## src/rtl/uart_tx.sv

```systemverilog
// UART transmit channel: start bit, BYTESIZES data bits LSB first, optional parity,
// 1 or 2 stop bits. Bit timing comes from an internal clock divider.
module uart_tx #(
  parameter int BYTESIZES   = 8,
  parameter int BAUDRATE    = 115200,
  parameter int CLOCK_INPUT = 50_000_000,
  parameter int PARITY_EN   = 0,
  parameter int PARITY_ODD  = 0,
  parameter int STOPBITS    = 1
) (
  input  logic                 clock,
  input  logic                 nreset,
  input  logic                 valid_tx_in,
  input  logic [BYTESIZES-1:0] data_tx_in,
  output logic                 ready_tx_out,
  output logic                 sdata_tx_out,
  output logic                 busy_tx_out,
  output logic                 done_tx_out
);

  localparam int CLKS_PER_BIT = CLOCK_INPUT / BAUDRATE;
  localparam int BAUD_W       = (CLKS_PER_BIT > 1) ? $clog2(CLKS_PER_BIT) : 1;
  localparam int BIT_W        = $clog2(BYTESIZES + 1);

  localparam logic [BAUD_W-1:0] BAUD_LAST = BAUD_W'(CLKS_PER_BIT - 1);
  localparam logic [BIT_W-1:0]  DATA_LAST = BIT_W'(BYTESIZES - 1);
  localparam logic [BIT_W-1:0]  STOP_LAST = BIT_W'(STOPBITS - 1);
  localparam logic              PAR_ODD   = 1'(PARITY_ODD);

  typedef enum logic [2:0] {
    IDLE   = 3'd0,
    START  = 3'd1,
    DATA   = 3'd2,
    PARITY = 3'd3,
    STOP   = 3'd4
  } state_t;

  state_t                state_r, state_s;
  logic [BAUD_W-1:0]     baud_r, baud_s;
  logic [BIT_W-1:0]      bit_r, bit_s;
  logic [BYTESIZES-1:0]  shift_r, shift_s;
  logic                  par_r, par_s;
  logic                  line_r, line_s;
  logic                  done_r, done_s;
  logic                  bit_end_s;

  function automatic logic parity_of(input logic [BYTESIZES-1:0] word, input logic odd);
    return (^word) ^ odd;
  endfunction

  assign bit_end_s    = (baud_r == BAUD_LAST);
  assign ready_tx_out = (state_r == IDLE);
  assign busy_tx_out  = (state_r != IDLE);
  assign sdata_tx_out = line_r;
  assign done_tx_out  = done_r;

  // State register and all datapath flops; outputs are registered from next-state values.
  always_ff @(posedge clock) begin
    if (!nreset) begin
      state_r <= IDLE;
      baud_r  <= {BAUD_W{1'b0}};
      bit_r   <= {BIT_W{1'b0}};
      shift_r <= {BYTESIZES{1'b0}};
      par_r   <= 1'b0;
      line_r  <= 1'b1;
      done_r  <= 1'b0;
    end else begin
      state_r <= state_s;
      baud_r  <= baud_s;
      bit_r   <= bit_s;
      shift_r <= shift_s;
      par_r   <= par_s;
      line_r  <= line_s;
      done_r  <= done_s;
    end
  end

  // Next-state, counter and shift logic.
  always_comb begin
    state_s = state_r;
    baud_s  = baud_r;
    bit_s   = bit_r;
    shift_s = shift_r;
    par_s   = par_r;
    case (state_r)
      IDLE: begin
        baud_s = {BAUD_W{1'b0}};
        bit_s  = {BIT_W{1'b0}};
        if (valid_tx_in) begin
          state_s = START;
          shift_s = data_tx_in;
          par_s   = parity_of(data_tx_in, PAR_ODD);
        end else begin
          state_s = IDLE;
        end
      end
      START: begin
        if (bit_end_s) begin
          state_s = DATA;
          baud_s  = {BAUD_W{1'b0}};
        end else begin
          baud_s  = baud_r + {{(BAUD_W-1){1'b0}}, 1'b1};
        end
      end
      DATA: begin
        if (bit_end_s) begin
          baud_s  = {BAUD_W{1'b0}};
          shift_s = shift_r >> 1;
          if (bit_r == DATA_LAST) begin
            bit_s   = {BIT_W{1'b0}};
            state_s = (PARITY_EN != 0) ? PARITY : STOP;
          end else begin
            bit_s   = bit_r + {{(BIT_W-1){1'b0}}, 1'b1};
          end
        end else begin
          baud_s = baud_r + {{(BAUD_W-1){1'b0}}, 1'b1};
        end
      end
      PARITY: begin
        if (bit_end_s) begin
          state_s = STOP;
          baud_s  = {BAUD_W{1'b0}};
          bit_s   = {BIT_W{1'b0}};
        end else begin
          baud_s  = baud_r + {{(BAUD_W-1){1'b0}}, 1'b1};
        end
      end
      STOP: begin
        if (bit_end_s) begin
          baud_s = {BAUD_W{1'b0}};
          if (bit_r == STOP_LAST) begin
            state_s = IDLE;
            bit_s   = {BIT_W{1'b0}};
          end else begin
            bit_s   = bit_r + {{(BIT_W-1){1'b0}}, 1'b1};
          end
        end else begin
          baud_s = baud_r + {{(BAUD_W-1){1'b0}}, 1'b1};
        end
      end
      default: begin
        state_s = IDLE;
        baud_s  = {BAUD_W{1'b0}};
        bit_s   = {BIT_W{1'b0}};
      end
    endcase
  end

  // Line level and done pulse for the cycle after the coming edge.
  always_comb begin
    line_s = 1'b1;
    case (state_s)
      IDLE:    line_s = 1'b1;
      START:   line_s = 1'b0;
      DATA:    line_s = shift_s[0];
      PARITY:  line_s = par_s;
      STOP:    line_s = 1'b1;
      default: line_s = 1'b1;
    endcase
    done_s = (state_s == STOP) && (baud_s == BAUD_LAST) && (bit_s == STOP_LAST);
  end

endmodule

```

## config.mk

```make
export PLATFORM = sky130hd
export DESIGN_NAME = uart_tx
export DESIGN_NICKNAME = d
export VERILOG_FILES = /design/src/rtl/uart_tx.sv
export SDC_FILE = /design/constraint.sdc
export NUM_CORES = 1
export LEC_CHECK = 0
export CORE_MARGIN = 2
export CORE_UTILIZATION = 40
export CTS_BUF_LIST = sky130_fd_sc_hd__clkbuf_4 sky130_fd_sc_hd__clkbuf_8
export CTS_CLUSTER_DIAMETER = 30
export DETAILED_ROUTE_END_ITERATION = 10
export PLACE_DENSITY = 0.71
export SYNTH_ARGS = -nofsm -noshare
export SYNTH_HDL_FRONTEND = slang
export SYNTH_SLANG_ARGS = --single-unit
```

## constraint.sdc

```tcl
create_clock -name clock -period 1.75 [get_ports clock]
set_clock_uncertainty 0.05 [all_clocks]
set_input_delay 0.2625 -clock clock [delete_from_list [all_inputs] [get_ports clock]]
set_output_delay 0.2625 -clock clock [all_outputs]
set_load 0.01 [all_outputs]
```

Word-level counts from Yosys, hierarchy flattened
Cells that the tools add are included.
- logic and storage cells: 55
- input bits: 11
- register bits after elaboration: 27
- equality and inequality tests: 13
- multiplexer cells: 22
- reductions and logical operators: 10
- add/subtract/negate cells: 2
- operators with widths (kind ; number):
    $mux W4 ; 5
    $eq A9 B9 Y1 const B ; 2
    $mux W3 ; 6
    $mux W9 ; 2
    $mux W8 ; 2
    $pmux W4 S4 ; 1
    $pmux W8 S2 ; 1
    $pmux W3 S5 ; 1
    $eq A3 B2 Y1 const B ; 4
    $add A9 B1 Y9 const B ; 1
    $logic_not A4 Y1 ; 2
    $reduce_xor A8 Y1 ; 1
    $eq A3 B1 Y1 const B ; 2
    $eq A3 B3 Y1 const B ; 2
    $add A4 B1 Y4 const B ; 1
    $eq A4 B3 Y1 const B ; 1
    $ne A2 B2 Y1 const B ; 2
    $reduce_or A4 Y1 ; 1
    $logic_not A3 Y1 ; 1
    $mux W1 ; 3
    $pmux W1 S3 ; 1
    $reduce_and A3 Y1 ; 1
    $reduce_bool A3 Y1 ; 1
    $logic_and A1 B1 Y1 ; 2
    $reduce_bool A2 Y1 ; 1

Longest topological paths before layout
- depth in word-level cells: 7
- mapped depth: 9
- depth with buffers taken out: 7

Worst setup path before layout
Ideal clock, no wire load.
- path kind: register to register
- from: register bit_r[0]
- to: register done_r, in the netlist done_tx_out
- setup slack: -23 ps
- library setup time: 90 ps
- arrival: 1633 ps
- stages on the path, launching flop included: 8
- data required time: 1610 ps
- path buffers: 0
- cells stage by stage: dfxtp_1 inv_1 ha_1 or3b_4 a22oi_2 nor4_1 a211o_1 nor4bb_2
- longest elaborated chain between the ends: 7
- ends and longest elaborated chain (what ; line ; RTL):
    start, declared ; 40 ; logic [BIT_W-1:0] bit_r, bit_s;
    start signal, assigned ; 62 ; bit_r <= {BIT_W{1'b0}};
    start signal, assigned ; 70 ; bit_r <= bit_s;
    parallel branches: the longest is 6 deep, another holds $add A4 B1 Y4 ; n/a ;
    $logic_and A1 B1 Y1 (*) ; 160 ; done_s = (state_s == STOP) && (baud_s == BAUD_LAST) && (bit_s == STOP_LAST);
    end signal, assigned ; 74 ; done_r <= done_s;
    end, declared ; 44 ; logic done_r, done_s;
Mark *: on every way between the ends.
A chain may end at the register's enable or synchronous reset.

Worst setup path in the final report
- from: register bit_r[1]
- to: register done_r, in the netlist done_tx_out
The elaborated chain is that of the path after synthesis.

==> results.rst <==
.. list-table::
   :header-rows: 1

   * - Metric
     - Value
   * - Status
     - complete, but fails checks
   * - Violated checks
     - negative setup slack
   * - Top cells by area, synth
     - dfxtp_1 (35%), xnor2_1 (6.8%), nor2_1 (4.4%)
   * - Final period demand of the worst path
     - ~1.8 ns
   * - Final routed wirelength across all metal layers
     - around 3500 um
   * - Clock sink total
     - 27
   * - Internal power
     - approximately 0.89 mW
   * - DRC errors left
     - 0
   * - Largest net degree at the start of global routing
     - 16
   * - CTS Root Buffer Type
     - clkbuf_8
   * - Share of synthesized cell area in and, or, nand and nor gates
     - roughly 27%
   * - Finished Core Util
     - between 50 and 60%
   * - Mean post-synth cell area
     - about 8.7 um2
   * - Switching component of the power
     - roughly 0.28 mW
   * - Max Cap Viol
     - 0
   * - Standard-cell rows
     - 22
   * - Number of nets with antenna violations after detailed routing
     - 0
   * - Maximum achievable frequency
     - 548 MHz
   * - Path type of the worst min-delay path
     - flip-flop to flip-flop
   * - Vias in the first global route
     - between 1000 and 1500
   * - Core area
     - about 3700 um2
   * - Worst EP arrival
     - about 2 ns
   * - # hold bufs at CTS
     - 0
   * - Required arrival time at the worst endpoint
     - about 1.9 ns
   * - Diode count
     - 0
   * - Input/output buffers
     - 14
   * - Number of flip-flops and latches in the synthesized netlist
     - 27
   * - Fraction of synthesis flops using an asynchronous set or reset pin
     - 0%
   * - Actual slew at the worst max-slew pin
     - 0.385 ns
   * - Most numerous cell types in the synthesized netlist
     - dfxtp_1 (27), nor2_1 (18), nand2_1 (12), xnor2_1 (12), nand3_1 (9)
   * - Count of final setup violators
     - 2
   * - Largest buffer count on any clock path
     - 2
   * - H-tree depth
     - 1
   * - Combinational family with the most area after synthesis
     - simple AND/OR/NAND/NOR gates
   * - CP endpoint kind
     - flip-flop
   * - Boundary pin count
     - 15
   * - Syn nets
     - around 190
   * - Clock tree from TritonCTS
     - yes
   * - Share of the synthesized netlist area taken by xor and xnor gates
     - between 7 and 8%
   * - Number of nets in the layout
     - approximately 240
   * - Post-synthesis share of cell area spent on full adders, half adders and majority gates
     - 3.24%
   * - Layout area overhead
     - 34.5%
   * - Count of warnings emitted by yosys
     - 0
   * - Ratio of cells with drive above 1 in the final layout
     - between 30% and 40%
   * - Sequential group share of total power
     - between 50 and 60%
   * - Number of CTS-inserted buffers
     - 3
   * - Final cell count without fillers
     - between 200 and 300
   * - Critical path start-end classification
     - flip-flop to flip-flop
   * - Multiplexer fraction of the synthesized cell area
     - 0.648%
   * - Slew Limit Fails
     - 0
   * - Predominant post-synthesis flop cell
     - dfxtp_1
   * - Antenna violations before repair
     - 0
   * - Switching share of total power
     - between 20% and 30%
   * - Power density over the cells
     - 562 nW/um2
   * - Post-route clock period utilization
     - 104%
   * - Most frequent cell after synthesis
     - dfxtp_1
   * - Worst Hold Slack
     - around 0.41 ns
   * - GRT Resource Usage Total
     - 16.9%
   * - Critical-path cell with the highest stage delay
     - or3b_4
   * - Sequential share of the synthesized area
     - between 30% and 40%
   * - Instance count after placement with tap cells included
     - between 200 and 300
   * - Share of the synthesized area in compound gates (AO/OA/AOI/OAI)
     - between 15 and 20%
   * - Peak per-stage delay on the critical path
     - between 0.3 and 0.4 ns
   * - Library cell occupying the most area in the post-synthesis netlist
     - dfxtp_1
   * - Post-Synthesis Cells
     - 177
   * - Dpl hpwl
     - about 2600 um
   * - Clk pin slew, worst setup/hold paths
     - around 0.09 ns
   * - Synth top area share
     - between 30% and 40%
   * - Average wire per cell in the routed design
     - roughly 13 um
   * - R2R Setup Slk
     - -0.07 ns
   * - Part of the power in combinational logic
     - ~14%
   * - Maximum ir drop on the vdd rail
     - roughly 0.31 mV
   * - Pre-antenna DRT Iters
     - 4
   * - Worst-skew pair later-pin latency
     - about 0.27 ns
   * - Ordered cell list for the critical path
     - inv_2 > ha_4 > or3b_4 > a22oi_2 > nor4_1 > a211o_1 > nor4bb_2
   * - Type of origin of the critical path
     - flip-flop
   * - Die Area
     - 4380 um2
   * - Post-route setup TNS
     - -0.0800 ns
   * - Final RePlAce weighted congestion
     - around 0.94
   * - Maximum fanout along the worst path
     - 4
   * - Total Power Consumption
     - around 1.2 mW
   * - Slew Limit Headroom
     - 74.1%
   * - Final worst setup slack
     - -0.0734 ns
   * - Netlist cell types
     - 55
   * - Starting utilization of the core area
     - 41.9%
   * - Die Ht
     - 66.2 um
   * - Overall overflow remaining after global route
     - 0
   * - Initial drt markers
     - 86
   * - Clock network fraction of total power
     - between 20% and 30%
   * - Netlist area before placement
     - between 1500 and 2000 um2
   * - Layout filler cell count
     - about 340
   * - Total leakage power
     - 0.756 nW
   * - Final Hold Viols
     - 0
   * - Die X
     - roughly 66 um
   * - Routed vias
     - 1413
   * - Unrepaired setup endpoints after global routing
     - yes
   * - Via-to-Cell Ratio
     - 5.16
   * - Wire length of the first global-routing pass
     - about 5800 um
   * - Number of flops mapped to enable cells by yosys
     - 0
per-stage QoR:
stage                     area [um2]  worst slack (ns)
final                           2080           -0.0734
after CTS                       2020           -0.0747
after floorplan                 1550           0.00250
after global placement          1950           -0.0336
after global routing            2080            -0.157
after detailed placement        1950           -0.0858
worst max-delay path, delay by kind of cell (launching register included):
family	cells	cell delay [ns]
AND/OR/NAND/NOR	3	0.72
buffers and inverters	1	0.07
AO/OA/AOI/OAI	2	0.44
flip-flops	1	0.35
adder cells (fa/ha/maj)	1	0.11
worst paths after layout:
path               from           to  depth (start not counted)
min          shift_r[6]   shift_r[6]                          2
max reg2reg    bit_r[1]  done_tx_out                          7
min reg2reg  shift_r[6]   shift_r[6]                          2
max            bit_r[1]  done_tx_out                          7
timing repair:
item | 4_1_cts | 5_1_grt
setup buffers | 0 | 3
endpoints found under the setup margin | 12 | 11
hold endpoints to repair | 0 | 0
resized for setup | 12 | 13
pin swaps | 1 | 5
flip-flops by register name (all words and copies together), names as in the netlist:
signal and count:
sdata_tx_out 1, bit_r 4, baud_r 9, par_r 1, shift_r 8, state_r 3, done_tx_out 1
placed cells by master (no fill, tap or decap), types with 3 or more instances in the layout:
master	n
inv_1	3
nor4_1	3
dfxtp_1	20
dfxtp_2	7
a22oi_1	6
xnor2_1	12
clkdlybuf4s50_1	12
clkbuf_8	3
nand2_1	11
nor2_1	18
buf_4	38
a21oi_1	5
a21boi_1	5
nor2b_1	5
inv_2	4
nand3_1	9
nor3_1	3
nand2b_1	4
a21oi_2	4
per-layer routing:
layer	routed length (um)	GRT usage, %
met1	1640	21.3
met2	1640	29.0
met3	155	3.92
met4	27	4.08
met5	0	0
logic make-up after synthesis:
kind of cell / count (synthesis)
mux: 1
simple gates: 73
xor+xnor: 14
fa+ha+maj: 4
flops: 27
compound gates: 42
buf+inv: 16
area by class of cell:
cell class / count / area, um2 / area share (%)
well taps: 48 / 60.1 / 2.89
inverters: 7 / 26.3 / 1.26
clock inverters: 1 / 5.00 / 0.241
flip-flops and latches: 27 / 549 / 26.4
repair buffers: 54 / 445 / 21.4
clock buffers: 3 / 41.3 / 1.99
multi-input cells: 134 / 951 / 45.8
power groups by stage:
stage	Sequential (mW)	Clock (mW)	Combinational (mW)
6_report	0.649	0.349	0.169
3_3_place_gp	0.661	0	0.167
5_1_grt	0.652	0.389	0.187
4_1_cts	0.649	0.365	0.168
3_5_place_dp	0.662	0	0.169
2_1_floorplan	0.661	0	0.102
Note: power is estimated with default switching activity, not from simulation.
